`src/rtl/cmd_cntrl.sv`:
```
// rtl/cmd_cntrl.sv - station command controller: GO/STOP, barcode ID match, obstacle buzzer
// Optional buzzer counter/toggle enabled by defining CMD_CNTRL_BUZZER_EN; otherwise buzz=0, buzz_n=1.
module cmd_cntrl #(
   parameter int DEST_W    = 6,
   parameter int BUZZ_HALF = 6250
) (
   input  logic       clk,
   input  logic       rst_n,
   input  logic [7:0] cmd,
   input  logic       cmd_rdy,
   output logic       clr_cmd_rdy,
   input  logic [7:0] ID,
   input  logic       ID_vld,
   output logic       clr_ID_vld,
   input  logic       OK2Move,
   output logic       go,
   output logic       in_transit,
   output logic       buzz,
   output logic       buzz_n
);

   localparam logic [0:0] IDLE    = 1'b0;
   localparam logic [0:0] TRANSIT = 1'b1;

   localparam logic [1:0] OP_STOP = 2'b00;
   localparam logic [1:0] OP_GO   = 2'b01;

   logic [0:0]        state_q, state_d;
   logic [DEST_W-1:0] dest_q, dest_d;
   logic [1:0]        opcode;
   logic              unused_ok;

   assign opcode    = cmd[7:6];
   assign unused_ok = &{1'b0, ID[7:6], (BUZZ_HALF > 0)};

   // A pending command always wins the cycle; a simultaneous ID waits one cycle.
   always_comb begin
      state_d     = state_q;
      dest_d      = dest_q;
      clr_cmd_rdy = cmd_rdy & rst_n;
      clr_ID_vld  = ID_vld & ~cmd_rdy & rst_n;
      if (cmd_rdy) begin
         case (opcode)
            OP_GO: begin
               dest_d  = cmd[DEST_W-1:0];
               state_d = TRANSIT;
            end
            OP_STOP: state_d = IDLE;
            default: ;
         endcase
      end else if (ID_vld && (state_q == TRANSIT) && (ID[DEST_W-1:0] == dest_q)) begin
         state_d = IDLE;
      end
   end

   always_ff @(posedge clk or negedge rst_n) begin
      if (!rst_n) begin
         state_q <= IDLE;
         dest_q  <= '0;
      end else begin
         state_q <= state_d;
         dest_q  <= dest_d;
      end
   end

   assign in_transit = (state_q == TRANSIT);
   assign go         = in_transit & OK2Move;

`ifdef CMD_CNTRL_BUZZER_EN
   localparam int CNT_W = (BUZZ_HALF > 1) ? $clog2(BUZZ_HALF) : 1;

   logic [CNT_W-1:0] cnt_q, cnt_d;
   logic             buzz_q, buzz_d;
   logic             buzz_active;

   assign buzz_active = in_transit & ~OK2Move;

   always_comb begin
      cnt_d  = '0;
      buzz_d = 1'b0;
      if (buzz_active) begin
         if (cnt_q == CNT_W'(BUZZ_HALF - 1)) begin
            cnt_d  = '0;
            buzz_d = ~buzz_q;
         end else begin
            cnt_d  = cnt_q + 1'b1;
            buzz_d = buzz_q;
         end
      end
   end

   always_ff @(posedge clk or negedge rst_n) begin
      if (!rst_n) begin
         cnt_q  <= '0;
         buzz_q <= 1'b0;
      end else begin
         cnt_q  <= cnt_d;
         buzz_q <= buzz_d;
      end
   end

   assign buzz   = buzz_q;
   assign buzz_n = ~buzz_q;
`else
   assign buzz   = 1'b0;
   assign buzz_n = 1'b1;
`endif

endmodule
```
`config.mk`:
```
export PLATFORM = sky130hd
export DESIGN_NAME = cmd_cntrl
export DESIGN_NICKNAME = d
export VERILOG_FILES = /design/src/rtl/cmd_cntrl.sv
export SDC_FILE = /design/constraint.sdc
export NUM_CORES = 1
export LEC_CHECK = 0
export BUFFER_PORTS_ARGS = -buffer_cell sky130_fd_sc_hd__buf_2
export CAP_MARGIN = 20
export CORE_UTILIZATION = 23
export CTS_BUF_LIST = sky130_fd_sc_hd__clkbuf_8
export DETAILED_ROUTE_END_ITERATION = 7
export GPL_TIMING_DRIVEN = 1
export PLACE_DENSITY = 0.55
export SETUP_SLACK_MARGIN = 0.15
export SLEW_MARGIN = 20
export SYNTH_ARGS = -nofsm -noshare
export SYNTH_HDL_FRONTEND = slang
export SYNTH_SLANG_ARGS = --single-unit
```
`constraint.sdc`:
```
create_clock -name clk -period 1.4 [get_ports clk]
set_input_delay 0.21 -clock clk [delete_from_list [all_inputs] [get_ports clk]]
set_output_delay 0.21 -clock clk [all_outputs]
set_load 0.01 [all_outputs]
```
[Word level (Yosys, flattened, before mapping)]
Cells that the tools add are included.
Operators by class
  reduce and logical (&&, ||, !) cells: 6
  equality and inequality tests: 3
  multiplexer cells: 3
  bitwise operators: 5
Operators with widths (number)
  6-bit == test: 1
  1-bit bitwise AND: 4
  2-bit AND reduction: 2
  3-bit by 1-bit inequality test with 1-bit output, second input constant: 1
  2-bit by 1-bit == test with 1-bit output, second input constant: 1
  1-bit logical AND: 2
  2-bit zero test: 1
  1-bit two-way mux: 2
  1-bit case mux with 2 select lines: 1
  2-bit nonzero test: 1
  1-bit NOT: 1
Storage, ports and cells
  output and inout bits: 6
  word-level logic and storage cells: 19
  flip-flop bits (word level): 7
  bits of input ports: 21

[Longest topological paths before layout]
  word-level depth: 4
  mapped depth: 3
  mapped depth without buffers: 3

[Worst setup path before layout]
No wires, ideal clock.
  path type: reg2reg
  from: reg dest_q[5]
  to: reg state_q, in the netlist in_transit
  data arrival time: 0.856 ns
  slack: 0.407 ns
  required time: 1.263 ns
  library setup time: 0.137 ns
  stages on the path, launching flop included: 4
  buffers on the path: 0
  period minus slack after synthesis: 0.993 ns
  path through: dfrtp_1 xor2_1 nor4_1 a22oi_1
On the way
  longest elaborated chain between the ends: 4
RTL lines
  start, declared: line 29  | logic [DEST_W-1:0] dest_q, dest_d;
  start signal, assigned: line 62  | dest_q <= dest_d;
  6-bit == test: line 51  | end else if (ID_vld && (state_q == TRANSIT) && (ID[DEST_W-1:0] == dest_q)) begin
  1-bit logical AND: line 51
  2-bit nonzero test (no source line)
  2-bit AND reduction (no source line)
  end signal, assigned: line 61  | state_q <= state_d;
  end, declared: line 28  | logic [0:0] state_q, state_d;
Every way passes these cells.
A chain may end at the register's enable or synchronous reset.

[Worst setup path after layout]
  from: reg state_q, in the netlist in_transit
  to: out go
On the way
  longest elaborated chain between the ends: 1
RTL lines
  1-bit bitwise AND: line 67  | assign go = in_transit & OK2Move;
  end, declared: line 16  | output logic go,
Every way passes these cells.

==> flow_summary.ini <==
[place]
dp_slack_ns = 0.339
gp_congestion = 0.662
placed_cell_area_um2 = 514
io_buffers = 22
placed_cells = 69

[clock_tree]
cts-root-buf = clkbuf_8
clock_latency_ns = 0.23
clkSinkCount = 7
post_cts_buffers = 0
ctsResizeCount = 0
cts_buffers = 3
cts_tree = built
clk_pin_slew_ns = 0.04
cts_buffer_depth = 2
htree_levels = 1

[floorplan]
die_height_um = 43.7
num_rows = 14
die_w_um = 43.7
core_mm2 = 0.00156
ioPinCount = 27
die-area_mm2 = 0.00191
initial_core_util_pct = 25.6

[worst_setup_path]
setup.worst_path.class = reg2out
rrSetupSlack_ns = 0.34
cp_max_fo = 3
rr_worst_depth = 3
cp_data_required_time_ns = 1.19
cp_data_arrival_time_ns = 0.88
endpoint_kind = primary output
start_kind = register

[global_routing]
antenna_found_initial = 0
track_usage_pct = 10.0
grt_pass1_vias = 352
grt_start_max_net_pins = 8
overflow = 0
grt_pass1_wl_um = 1360

[outcome]
violations = design-rule violations
status = complete, but fails checks

[timing]
setup_violations = 0
fmax_mhz = 915
finalMaxSlewViolations = 0
setup_ws_ns = 0.307
tns_ns = 0
holdWs_ns = 0.214
post-route-min-period_ns = 1.09
hold_violations = 0
rsz0062_at_grt = no
min_period_over_period_pct = 78.0
clock_skew_ns = 0.00150

[synthesis]
synth_area_per_cell_um2 = 12.1
synth_fp_nets = 54
synth_seq_cells = 7
netlist_top_cells_area = dfrtp_1, mux2_2, xor2_1
yosysSeqAreaShare_pct = 43.9
synth_top_area_cell = dfrtp_1
netlist.area_leader.share_pct = 43.9
synth_cells = 33
yosys_warnings = 0
synth_cell_types = 15
syn_area_um2 = 399

[routing]
totalWireLength_um = 775
dr.pass1.iters = 5
drtIter0Drc = 5
vias = 314
via_per_inst = 4.24
detail-route-antenna-nets = 0
wl_per_cell_um = 10.5
drc = 3

[layout]
fillers = 171
layout_commonest_cell = buf_2
drive_gt1_share_pct = 58.6
mostFrequentLayoutCells = buf_2, dfrtp_1, mux2_2, xor2_1, clkbuf_8
area_growth_pct = 42.6
diodes = 0
fin_area_um2 = 569
final_nets = 80
layout.cells.non_filler = 74

[hold_path]
hold_depth = 2
hold_path_class = in2reg

[power_and_ir_drop]
p_leak_nw = 0.311
ir_drop_v = 0.000483
power_density_mw_per_mm2 = 1180

[flow_run]
drv_cap = 0
[cell families (layout without fill, tap and decap cells)]
logic type                after synthesis  in the layout  synth area share (%)
AOI/OAI and AO/OA                       2              2                  3.13
xor gates and xnor gates                6              6                  13.2
buffers and inverters                   3             28                  4.70
and+or+nand+nor                         7              7                  16.3
muxes                                   6              6                  16.9
DFF                                     7              7                  43.9
other                                   2              2                  1.88
[stage by stage]
step / power (mW) / utilization [%]
2_1_floorplan: 0.347 / -
3_3_place_gp: 0.395 / 33.0
3_5_place_dp: 0.400 / 33.0
4_1_cts: 0.682 / 36.5
5_1_grt: 0.713 / 36.5
6_report: 0.669 / 36.5
[what timing repair did]
item,in CTS,in global routing
endpoints found under the hold margin,7,0
hold buffers,1,0
endpoints found under the setup margin,0,0
[area by class of cell]
cell class | instances | area, um2 | area share [%]
Clock buffer | 3 | 41.3 | 7.25
Tap cell | 16 | 20.0 | 3.52
Sequential cell | 7 | 175 | 30.8
Inverter | 1 | 3.75 | 0.659
Timing Repair Buffer | 23 | 120 | 21.1
Clock inverter | 1 | 3.75 | 0.659
Multi-Input combinational cell | 23 | 205 | 36.0
[worst max-delay path: stages, from the launching register on]
cell	delay (ns)
dfrtp_1	0.37
and2_1	0.15
buf_2	0.13
[synthesized netlist by cell type]
library cell  n
and2_1        1
buf_4         2
and3_1        1
a22oi_1       1
nor4_1        1
conb_1        2
and2_2        1
inv_1         1
dfrtp_1       7
nand2b_4      1
nand3b_4      1
xor2_1        6
mux2_2        6
o21ai_0       1
nor3_1        1
[registers in the layout, indices dropped and copies added, names as in the netlist]
register	cells
dest_q	6
in_transit	1
[path summary, 6_finish.rpt]
kind | from | end
max in group asynchronous | rst_n | dest_q[0]
max | in_transit | go
min reg2reg | dest_q[0] | dest_q[0]
min in group asynchronous | rst_n | dest_q[2]
min | cmd[1] | dest_q[1]
max reg2reg | dest_q[5] | in_transit
[where the power goes]
group	total [mW]	switching, mW	internal, mW	leakage [nW]
registers	0.263	0.0225	0.240	0.0834
clock network	0.274	0.0847	0.189	0.0269
logic	0.132	0.0528	0.0794	0.201
total	0.669	0.160	0.509	0.311
[routing by layer]
| layer | global-route usage (%) | routed length (um) | part of all wire, % |
|---|---|---|---|
| met1 | 11.4 | 314 | 41 |
| met2 | 14.6 | 349 | 45 |
| met3 | 4.58 | 88 | 11 |
| met4 | 7.50 | 23 | 3.0 |
| met5 | 0 | 0 | 0 |
Power figures use the tool's default switching activity.
